--- src/rtl/spi_mem_bridge_if.sv ---
// SPI pin bundle between an SPI master and the spi_mem_bridge slave.
interface spi_mem_bridge_if;
    logic MOSI;
    logic SS_n;
    logic MISO;

    modport master (
        output MOSI,
        output SS_n,
        input  MISO
    );

    modport slave (
        input  MOSI,
        input  SS_n,
        output MISO
    );
endinterface

--- src/rtl/spi_mem_bridge.sv ---
// SPI slave with a single-port RAM behind a 2-bit command frame protocol.
// Define SPI_MEM_AUTOINC_EN for post-access address auto-increment.
module spi_mem_bridge #(
    parameter int DATA_WIDTH = 8,
    parameter int ADDR_WIDTH = 8,
    parameter int MEM_DEPTH  = 256
) (
    input  logic             clk,
    input  logic             rst_n,
    spi_mem_bridge_if.slave  spi
);

    localparam int W  = DATA_WIDTH;
    localparam int AW = ADDR_WIDTH;
    localparam int CW = $clog2(W + 1);

    typedef enum logic [2:0] {
        IDLE,
        CHK_CMD,
        WRITE,
        READ_ADD,
        READ_DATA
    } state_t;

    state_t state;
    state_t state_nx;

    logic [W+1:0]    rx_sr;
    logic [CW-1:0]   bit_cnt;
    logic            done;
    logic            full;
    logic            full_rd;
    logic            rx_valid;
    logic            rx_rd;
    logic            take;
    logic            last;

    logic [1:0]      rx_cmd;
    logic [W-1:0]    rx_pay;
    logic [AW-1:0]   rx_addr;

    logic [AW-1:0]   wr_addr;
    logic [AW-1:0]   rd_addr;
    logic            rd_pend;
    logic            wr_ok;
    logic            rd_ok;
    logic            we;
    logic            re;

    logic [W-1:0]    mem [MEM_DEPTH];
    logic [W-1:0]    dout;
    logic            tx_valid;
    logic [W-1:0]    tx_sr;
    logic [CW-1:0]   tx_cnt;
    logic            miso;

`ifdef SPI_MEM_AUTOINC_EN
    localparam logic [AW-1:0] LAST = AW'(MEM_DEPTH - 1);

    function automatic logic [AW-1:0] nxt(input logic [AW-1:0] a);
        return (a == LAST) ? '0 : a + 1'b1;
    endfunction
`endif

    assign take = !spi.SS_n && !done &&
                  (state inside {WRITE, READ_ADD, READ_DATA});
    assign last = take && (bit_cnt == CW'(W));

    assign rx_cmd  = rx_sr[W+1:W];
    assign rx_pay  = rx_sr[W-1:0];
    assign rx_addr = rx_pay[AW-1:0];

    assign wr_ok = 32'(wr_addr) < MEM_DEPTH;
    assign rd_ok = 32'(rd_addr) < MEM_DEPTH;
    assign we    = rx_valid && (rx_cmd == 2'b01) && wr_ok;
    assign re    = rx_valid && (rx_cmd == 2'b11) && rx_rd;

    always_ff @(posedge clk or negedge rst_n) begin
        if (!rst_n) begin
            state <= IDLE;
        end else begin
            state <= state_nx;
        end
    end

    always_comb begin
        state_nx = state;
        if (spi.SS_n) begin
            state_nx = IDLE;
        end else begin
            unique case (state)
                IDLE:    state_nx = CHK_CMD;
                CHK_CMD: begin
                    if (!spi.MOSI) begin
                        state_nx = WRITE;
                    end else if (rd_pend) begin
                        state_nx = READ_DATA;
                    end else begin
                        state_nx = READ_ADD;
                    end
                end
                default: state_nx = state;
            endcase
        end
    end

    // done blocks further shifting until SS_n rises
    always_ff @(posedge clk or negedge rst_n) begin
        if (!rst_n) begin
            rx_sr    <= '0;
            bit_cnt  <= '0;
            done     <= 1'b0;
            full     <= 1'b0;
            full_rd  <= 1'b0;
            rx_valid <= 1'b0;
            rx_rd    <= 1'b0;
        end else begin
            full     <= last;
            full_rd  <= last && (state == READ_DATA);
            rx_valid <= full;
            rx_rd    <= full_rd;
            if (spi.SS_n) begin
                bit_cnt <= '0;
                done    <= 1'b0;
            end else if (state == CHK_CMD) begin
                rx_sr   <= {rx_sr[W:0], spi.MOSI};
                bit_cnt <= '0;
            end else if (take) begin
                rx_sr <= {rx_sr[W:0], spi.MOSI};
                if (last) begin
                    done <= 1'b1;
                end else begin
                    bit_cnt <= bit_cnt + 1'b1;
                end
            end
        end
    end

    always_ff @(posedge clk or negedge rst_n) begin
        if (!rst_n) begin
            wr_addr  <= '0;
            rd_addr  <= '0;
            rd_pend  <= 1'b0;
            tx_valid <= 1'b0;
        end else begin
            tx_valid <= re;
            if (rx_valid) begin
                unique case (rx_cmd)
                    2'b00: wr_addr <= rx_addr;
                    2'b01: begin
`ifdef SPI_MEM_AUTOINC_EN
                        wr_addr <= nxt(wr_addr);
`endif
                    end
                    2'b10: begin
                        rd_addr <= rx_addr;
                        rd_pend <= 1'b1;
                    end
                    2'b11: begin
                        if (rx_rd) begin
`ifdef SPI_MEM_AUTOINC_EN
                            rd_addr <= nxt(rd_addr);
`else
                            rd_pend <= 1'b0;
`endif
                        end
                    end
                endcase
            end
        end
    end

    always_ff @(posedge clk) begin
        if (we) begin
            mem[wr_addr] <= rx_pay;
        end
        if (re) begin
            dout <= rd_ok ? mem[rd_addr] : '0;
        end
    end

    always_ff @(posedge clk or negedge rst_n) begin
        if (!rst_n) begin
            miso   <= 1'b0;
            tx_sr  <= '0;
            tx_cnt <= '0;
        end else if (spi.SS_n) begin
            miso   <= 1'b0;
            tx_cnt <= '0;
        end else if (tx_valid) begin
            miso   <= dout[W-1];
            tx_sr  <= {dout[W-2:0], 1'b0};
            tx_cnt <= CW'(W - 1);
        end else if (tx_cnt != '0) begin
            miso   <= tx_sr[W-1];
            tx_sr  <= {tx_sr[W-2:0], 1'b0};
            tx_cnt <= tx_cnt - 1'b1;
        end else begin
            miso <= 1'b0;
        end
    end

    assign spi.MISO = miso;

endmodule

--- src/flat_wrapper.sv ---
// flat-port wrapper written by rule: the top's interface ports become plain ports
module spi_mem_bridge_flat 
#(
    parameter int DATA_WIDTH = 8,
    parameter int ADDR_WIDTH = 8,
    parameter int MEM_DEPTH  = 256
)
  (clk, rst_n, spi_MOSI, spi_SS_n, spi_MISO);
  spi_mem_bridge_if spi_i ();
  input  logic clk;
  input  logic rst_n;
  input wire logic [$bits(spi_i.MOSI)-1:0] spi_MOSI;
  input wire logic [$bits(spi_i.SS_n)-1:0] spi_SS_n;
  output wire logic [$bits(spi_i.MISO)-1:0] spi_MISO;
  assign spi_i.MOSI = spi_MOSI;
  assign spi_i.SS_n = spi_SS_n;
  assign spi_MISO = spi_i.MISO;
  spi_mem_bridge #(.DATA_WIDTH(DATA_WIDTH), .ADDR_WIDTH(ADDR_WIDTH), .MEM_DEPTH(MEM_DEPTH)) u_core (.clk(clk), .rst_n(rst_n), .spi(spi_i));
endmodule
--- config.mk ---
export PLATFORM = sky130hd
export DESIGN_NAME = spi_mem_bridge_flat
export DESIGN_NICKNAME = d
export VERILOG_FILES = /design/src/rtl/spi_mem_bridge_if.sv /design/src/rtl/spi_mem_bridge.sv /design/src/flat_wrapper.sv
export SDC_FILE = /design/constraint.sdc
export NUM_CORES = 2
export LEC_CHECK = 0
export CAP_MARGIN = 15
export CELL_PAD_IN_SITES_DETAIL_PLACEMENT = 1
export CELL_PAD_IN_SITES_GLOBAL_PLACEMENT = 1
export CORE_ASPECT_RATIO = 0.8
export CORE_UTILIZATION = 45
export CTS_CLUSTER_DIAMETER = 60
export DETAILED_ROUTE_END_ITERATION = 16
export DONT_BUFFER_PORTS = 1
export PLACE_DENSITY = 0.68
export SKIP_LAST_GASP = 1
export SLEW_MARGIN = 40
export SYNTH_ARGS = -nofsm -noshare
export SYNTH_HDL_FRONTEND = slang
export SYNTH_SLANG_ARGS = --single-unit
--- constraint.sdc ---
create_clock -name clk -period 8.45 [get_ports clk]
set_input_delay 1.2675 -clock clk [delete_from_list [all_inputs] [get_ports clk]]
set_output_delay 1.2675 -clock clk [all_outputs]
set_load 0.005 [all_outputs]
## Word level (Yosys, flattened, before mapping)

Memories as Yosys holds them, arrays and structs flattened. A register that Yosys moved wholly into a read port is not among the register bits.
Index checks and enable logic that the tools add are counted.

| cells by class | value |
|---|---|
| multiplexer cells | 26 |
| add/subtract/negate cells | 2 |
| equality and inequality tests | 11 |
| reduce and logical (&&, ||, !) cells | 28 |
| bitwise gates (word level) | 1 |

Operator list:

| cell | count |
|---|---|
| $mux 4 | 7 |
| $mux 10 | 2 |
| $mux 8 | 2 |
| $reduce_bool 3->1 | 4 |
| $mux 1 | 10 |
| $reduce_and 2->1 | 5 |
| $reduce_bool 2->1 | 5 |
| $mux 3 | 3 |
| $logic_and 1x1->1 | 7 |
| $eq 3x2->1 const B | 2 |
| $pmux 3 s2 | 1 |
| $reduce_and 3->1 | 2 |
| $add 4x1->4 const B | 1 |
| $eq 2x2->1 const B | 2 |
| $eq 4x4->1 const B | 1 |
| $reduce_bool 4->1 | 1 |
| $sub 4x1->4 const B | 1 |
| $eq 3x1->1 const B | 1 |
| $eq 3x3->1 const B | 1 |
| $logic_not 3->1 | 1 |
| $ne 3x3->1 const B | 1 |
| $eq 2x1->1 const B | 1 |
| $logic_not 1->1 | 2 |
| $logic_not 2->1 | 1 |
| other kinds (4) | 4 |

| storage, ports and cells | value |
|---|---|
| register bits | 53 |
| bits of input ports | 4 |
| RAM bits | 2048 |
| output and inout port bits | 1 |
| memories kept | 1 |

Memories:

| name | words | bits a word | read ports | clocked after memory_dff | wr ports | line | text |
|---|---|---|---|---|---|---|---|
| u_core.mem | 256 | 8 | 1 | 1 | 1 | spi_mem_bridge.sv:50 | `logic [W-1:0] mem [MEM_DEPTH];` |

## Depth between registers and ports, before layout

| depth | value |
|---|---|
| depth after elaboration | 8 |
| gate-level depth with buffers | 11 |
| mapped depth without buffers | 6 |

## Least setup slack after synthesis

Ideal clock, no wire load.

| timing path | value |
|---|---|
| kind | flip-flop to flip-flop |
| from | register u_core.rx_sr[0] |
| to | memory u_core.mem[0][0] (netlist name), data pin |
| slack | 4.427 ns |
| setup time | 0.810 ns |
| clock period less this slack | 4.023 ns |
| stages on the path, launching flop included | 1 |
| arrival time | 3.214 ns |
| path through | dfrtp_1 |

RTL lines:

| item | line | text |
|---|---|---|
| from (decl) | spi_mem_bridge.sv:28 | `logic [W+1:0] rx_sr;` |
| from (signal assigned) | spi_mem_bridge.sv:126 | `rx_sr <= {rx_sr[W:0], spi.MOSI};` |
| from (signal assigned) | spi_mem_bridge.sv:129 | `rx_sr <= {rx_sr[W:0], spi.MOSI};` |
| to (decl) | spi_mem_bridge.sv:50 |  |

Straight into the memory's write port.

==> results.yml <==
outcome:
  status: "finished, final reports clean"
grt:
  grt_pass1_vias: 41400
  grt_max_degree: 180
  grt_overflow: 0
  grt_usage_pct: 23.6
  antenna_found_initial: 3
  grt_pass1_wl_um: 311000
place:
  numPortBuffers: 0
  placed_area_mm2: 0.0847
  dp.final_hpwl_um: 131000
  gp_congestion: 0.829
finish:
  n_fill_cell: 15800
  fin_nets: 3994
  n_antenna_cell: 0
  layout-drive-gt1-share_pct: 25.5
  syn2layout_area_growth_pct: 11.6
  fin_area_mm2: 0.0914
worst_setup_path:
  crit_path_start_kind: "flop"
  worstPathRequired_ps: 9010
  crit_fanout: 31
  critical_path_class: "flop to flop"
  crit_path_end_kind: "flop"
  worstPathArrival_ps: 5120
clocking:
  cts_resized: 0
  cts_hold_buf: 0
  htreeDepth: 4
  cts_setup_buffers: 0
  cts.sinks: 2108
  cts_root_buf: "clkbuf_16"
  path_clk_slew_ps: 60
  cts.path.max_buffers: 3
  clock_latency_ps: 840
  cts_tree: "yes"
  cts_buffers: 201
power:
  vdd_ir_drop_max_uv: 244
  p_per_area_mw_per_mm2: 259
  leakage_uw: 0.0268
synthesis:
  synth_edf_count: 2056
  synth_area_mm2: 0.0819
  synth_area_leaders: "edfxtp_1, mux4_2, mux2i_1"
  synth-seq-cells: 2108
  synthArstFlopShare_pct: 2.47
  yosysTopAreaCell: "edfxtp_1"
  syn-instance-count: 3938
  seq_area_frac_synth_pct: 77.0
  syn_area_per_cell_um2: 20.8
  yosys_warnings: 0
  yosysTopAreaCellShare_pct: 75.4
  synth-main-ff-cell: "edfxtp_1"
  syn_nets: 3945
  netlist-cell-type-count: 57
floorplan:
  die_w_um: 479
  num_rows: 139
  die_h_um: 384
  io_pins: 5
  coreArea_mm2: 0.180
  initial_core_util_pct: 45.5
  die-area_mm2: 0.184
route:
  vias: 40600
  met3_length_um: 19600
  drt_iter0_markers: 4771
  wl_per_cell_um: 33.0
  top_layer: "met5"
  met1_length_um: 95900
  drc_errors: 0
  met2WireLength_um: 96300
  vias_per_cell: 6.21
  firstDrtPassIters: 6
  antenna_left: 0
  drt_wl_total_um: 216000
sta:
  tns_ps: 0
  relSlewSlack_pct: 39.6
  finalSetupViolCount: 0
  fmax_mhz: 219
  clock_skew_ps: 52.3
  slew_viol_final: 0
  period_needed_ps: 4570
  final.period_utilization_pct: 54.0
  worstMarginPinSlew_ps: 899
  rsz0062_at_grt: "false"
  hold_viol_final: 0
job:
  cap_violations: 0
worst_hold_path:
  min_path_type: "primary input to async pin"
==> logic make-up (layout without fill, tap and decap cells) <==
group                    after synthesis  in the layout  share of synthesized area [%]
flip-flops                          2108           2108                           77.0
multiplexers                         650            650                           14.4
AND/OR/NAND/NOR                      495            495                           2.68
AO/OA/AOI/OAI                        432            432                           3.89
buffers and inverters                245            456                           1.89
XOR/XNOR                               5              5                         0.0535
adder cells (fa/ha/maj)                3              3                         0.0459
==> cells in the final DEF (no fill, tap or decap), types with 27 or more instances in the layout <==
cell,n
a211oi_1,33
a21oi_1,80
a221oi_1,46
a22o_1,48
a22oi_1,60
buf_4,54
clkbuf_1,60
clkbuf_16,205
clkinv_1,34
clkinv_2,28
dfrtp_1,39
edfxtp_1,2056
mux2_2,42
mux2i_1,187
mux4_2,421
nand2_1,44
nor2_1,138
nor2_2,160
nor3_1,27
o221ai_1,51
o22ai_1,48
==> sequential cells by signal, summed over array words and instances, names as in the netlist, 3 cells and up <==
register        count
u_core.tx_cnt       4
u_core.tx_sr        7
u_core.dout         8
u_core.state        3
u_core.mem       2048
u_core.rd_addr      8
u_core.wr_addr      8
u_core.bit_cnt      4
u_core.rx_sr       10
==> cell type report <==
| class | count | area, um2 | area share [%] |
|---|---|---|---|
| flip-flops and latches | 2108 | 63100 | 69.0 |
| multi-input cells | 1585 | 17900 | 19.6 |
| clock buffers | 269 | 5410 | 5.92 |
| well taps | 2397 | 3000 | 3.28 |
| clock inverters | 96 | 1020 | 1.11 |
| repair buffers | 81 | 921 | 1.01 |
| inverters | 10 | 37.5 | 0.0411 |
==> metrics by stage <==
stage	setup WS, ps	util, %	cells	hold slack, ps	power, uW
detailed placement	3960	47.0	6179	344	15000
CTS	3870	50.6	6544	67.8	23800
global placement	3570	46.7	6171	336	14800
global route	3780	50.8	6546	82.7	24300
finish	3880	50.8	6546	132	23700
floorplan	4430	-	3938	331	14200
==> path summary, 6_finish.rpt <==
kind / cells after the start / slack, ps / from / end
setup / recovery: 7 / 3880 / u_core.rd_addr[0]$_DFFE_PN0P_ / u_core.dout[7]$_DFFE_PP_
hold / removal: 0 / 130 / rst_n / u_core.done$_DFFE_PN0P_
setup reg to reg: 7 / 3880 / u_core.rd_addr[0]$_DFFE_PN0P_ / u_core.dout[7]$_DFFE_PP_
hold reg to reg: 0 / 350 / u_core.full$_DFF_PN0_ / u_core.rx_valid$_DFF_PN0_
max in group asynchronous: 0 / 8140 / rst_n / u_core.rd_addr[0]$_DFFE_PN0P_
min in group clk: 0 / 350 / u_core.full$_DFF_PN0_ / u_core.rx_valid$_DFF_PN0_
==> worst max-delay path: stages (launching register included) <==
cell       delay, ps
dfrtp_4          860
buf_4            650
buf_4            530
mux4_2           560
a2111oi_0        650
a221oi_1         230
nor3_2           620
nor4_2           100
==> Yosys cell counts, types with 49 or more instances <==
| cell type | number |
|---|---|
| buf_2 | 49 |
| edfxtp_1 | 2056 |
| a22oi_1 | 60 |
| mux4_2 | 421 |
| clkbuf_1 | 101 |
| nand2_1 | 59 |
| nor2_1 | 299 |
| o221ai_1 | 51 |
| mux2i_1 | 187 |
| a21oi_1 | 81 |
| dfrtp_1 | 52 |
==> power by group <==
| group | internal, uW | switching [uW] | total, uW | leakage, uW |
|---|---|---|---|---|
| clock | 5000 | 3930 | 8930 | 0.00313 |
| sequential | 12900 | 277 | 13200 | 0.0192 |
| combinational | 191 | 1380 | 1570 | 0.00446 |
==> metal layers <==
layer / global-route usage, % / up-vias
li1: - / 16500
met1: 36.0 / 22000
met2: 34.4 / 1822
met3: 5.68 / 278
met4: 5.42 / 2
met5: 0 / -
(Power assumes the default switching activity.)
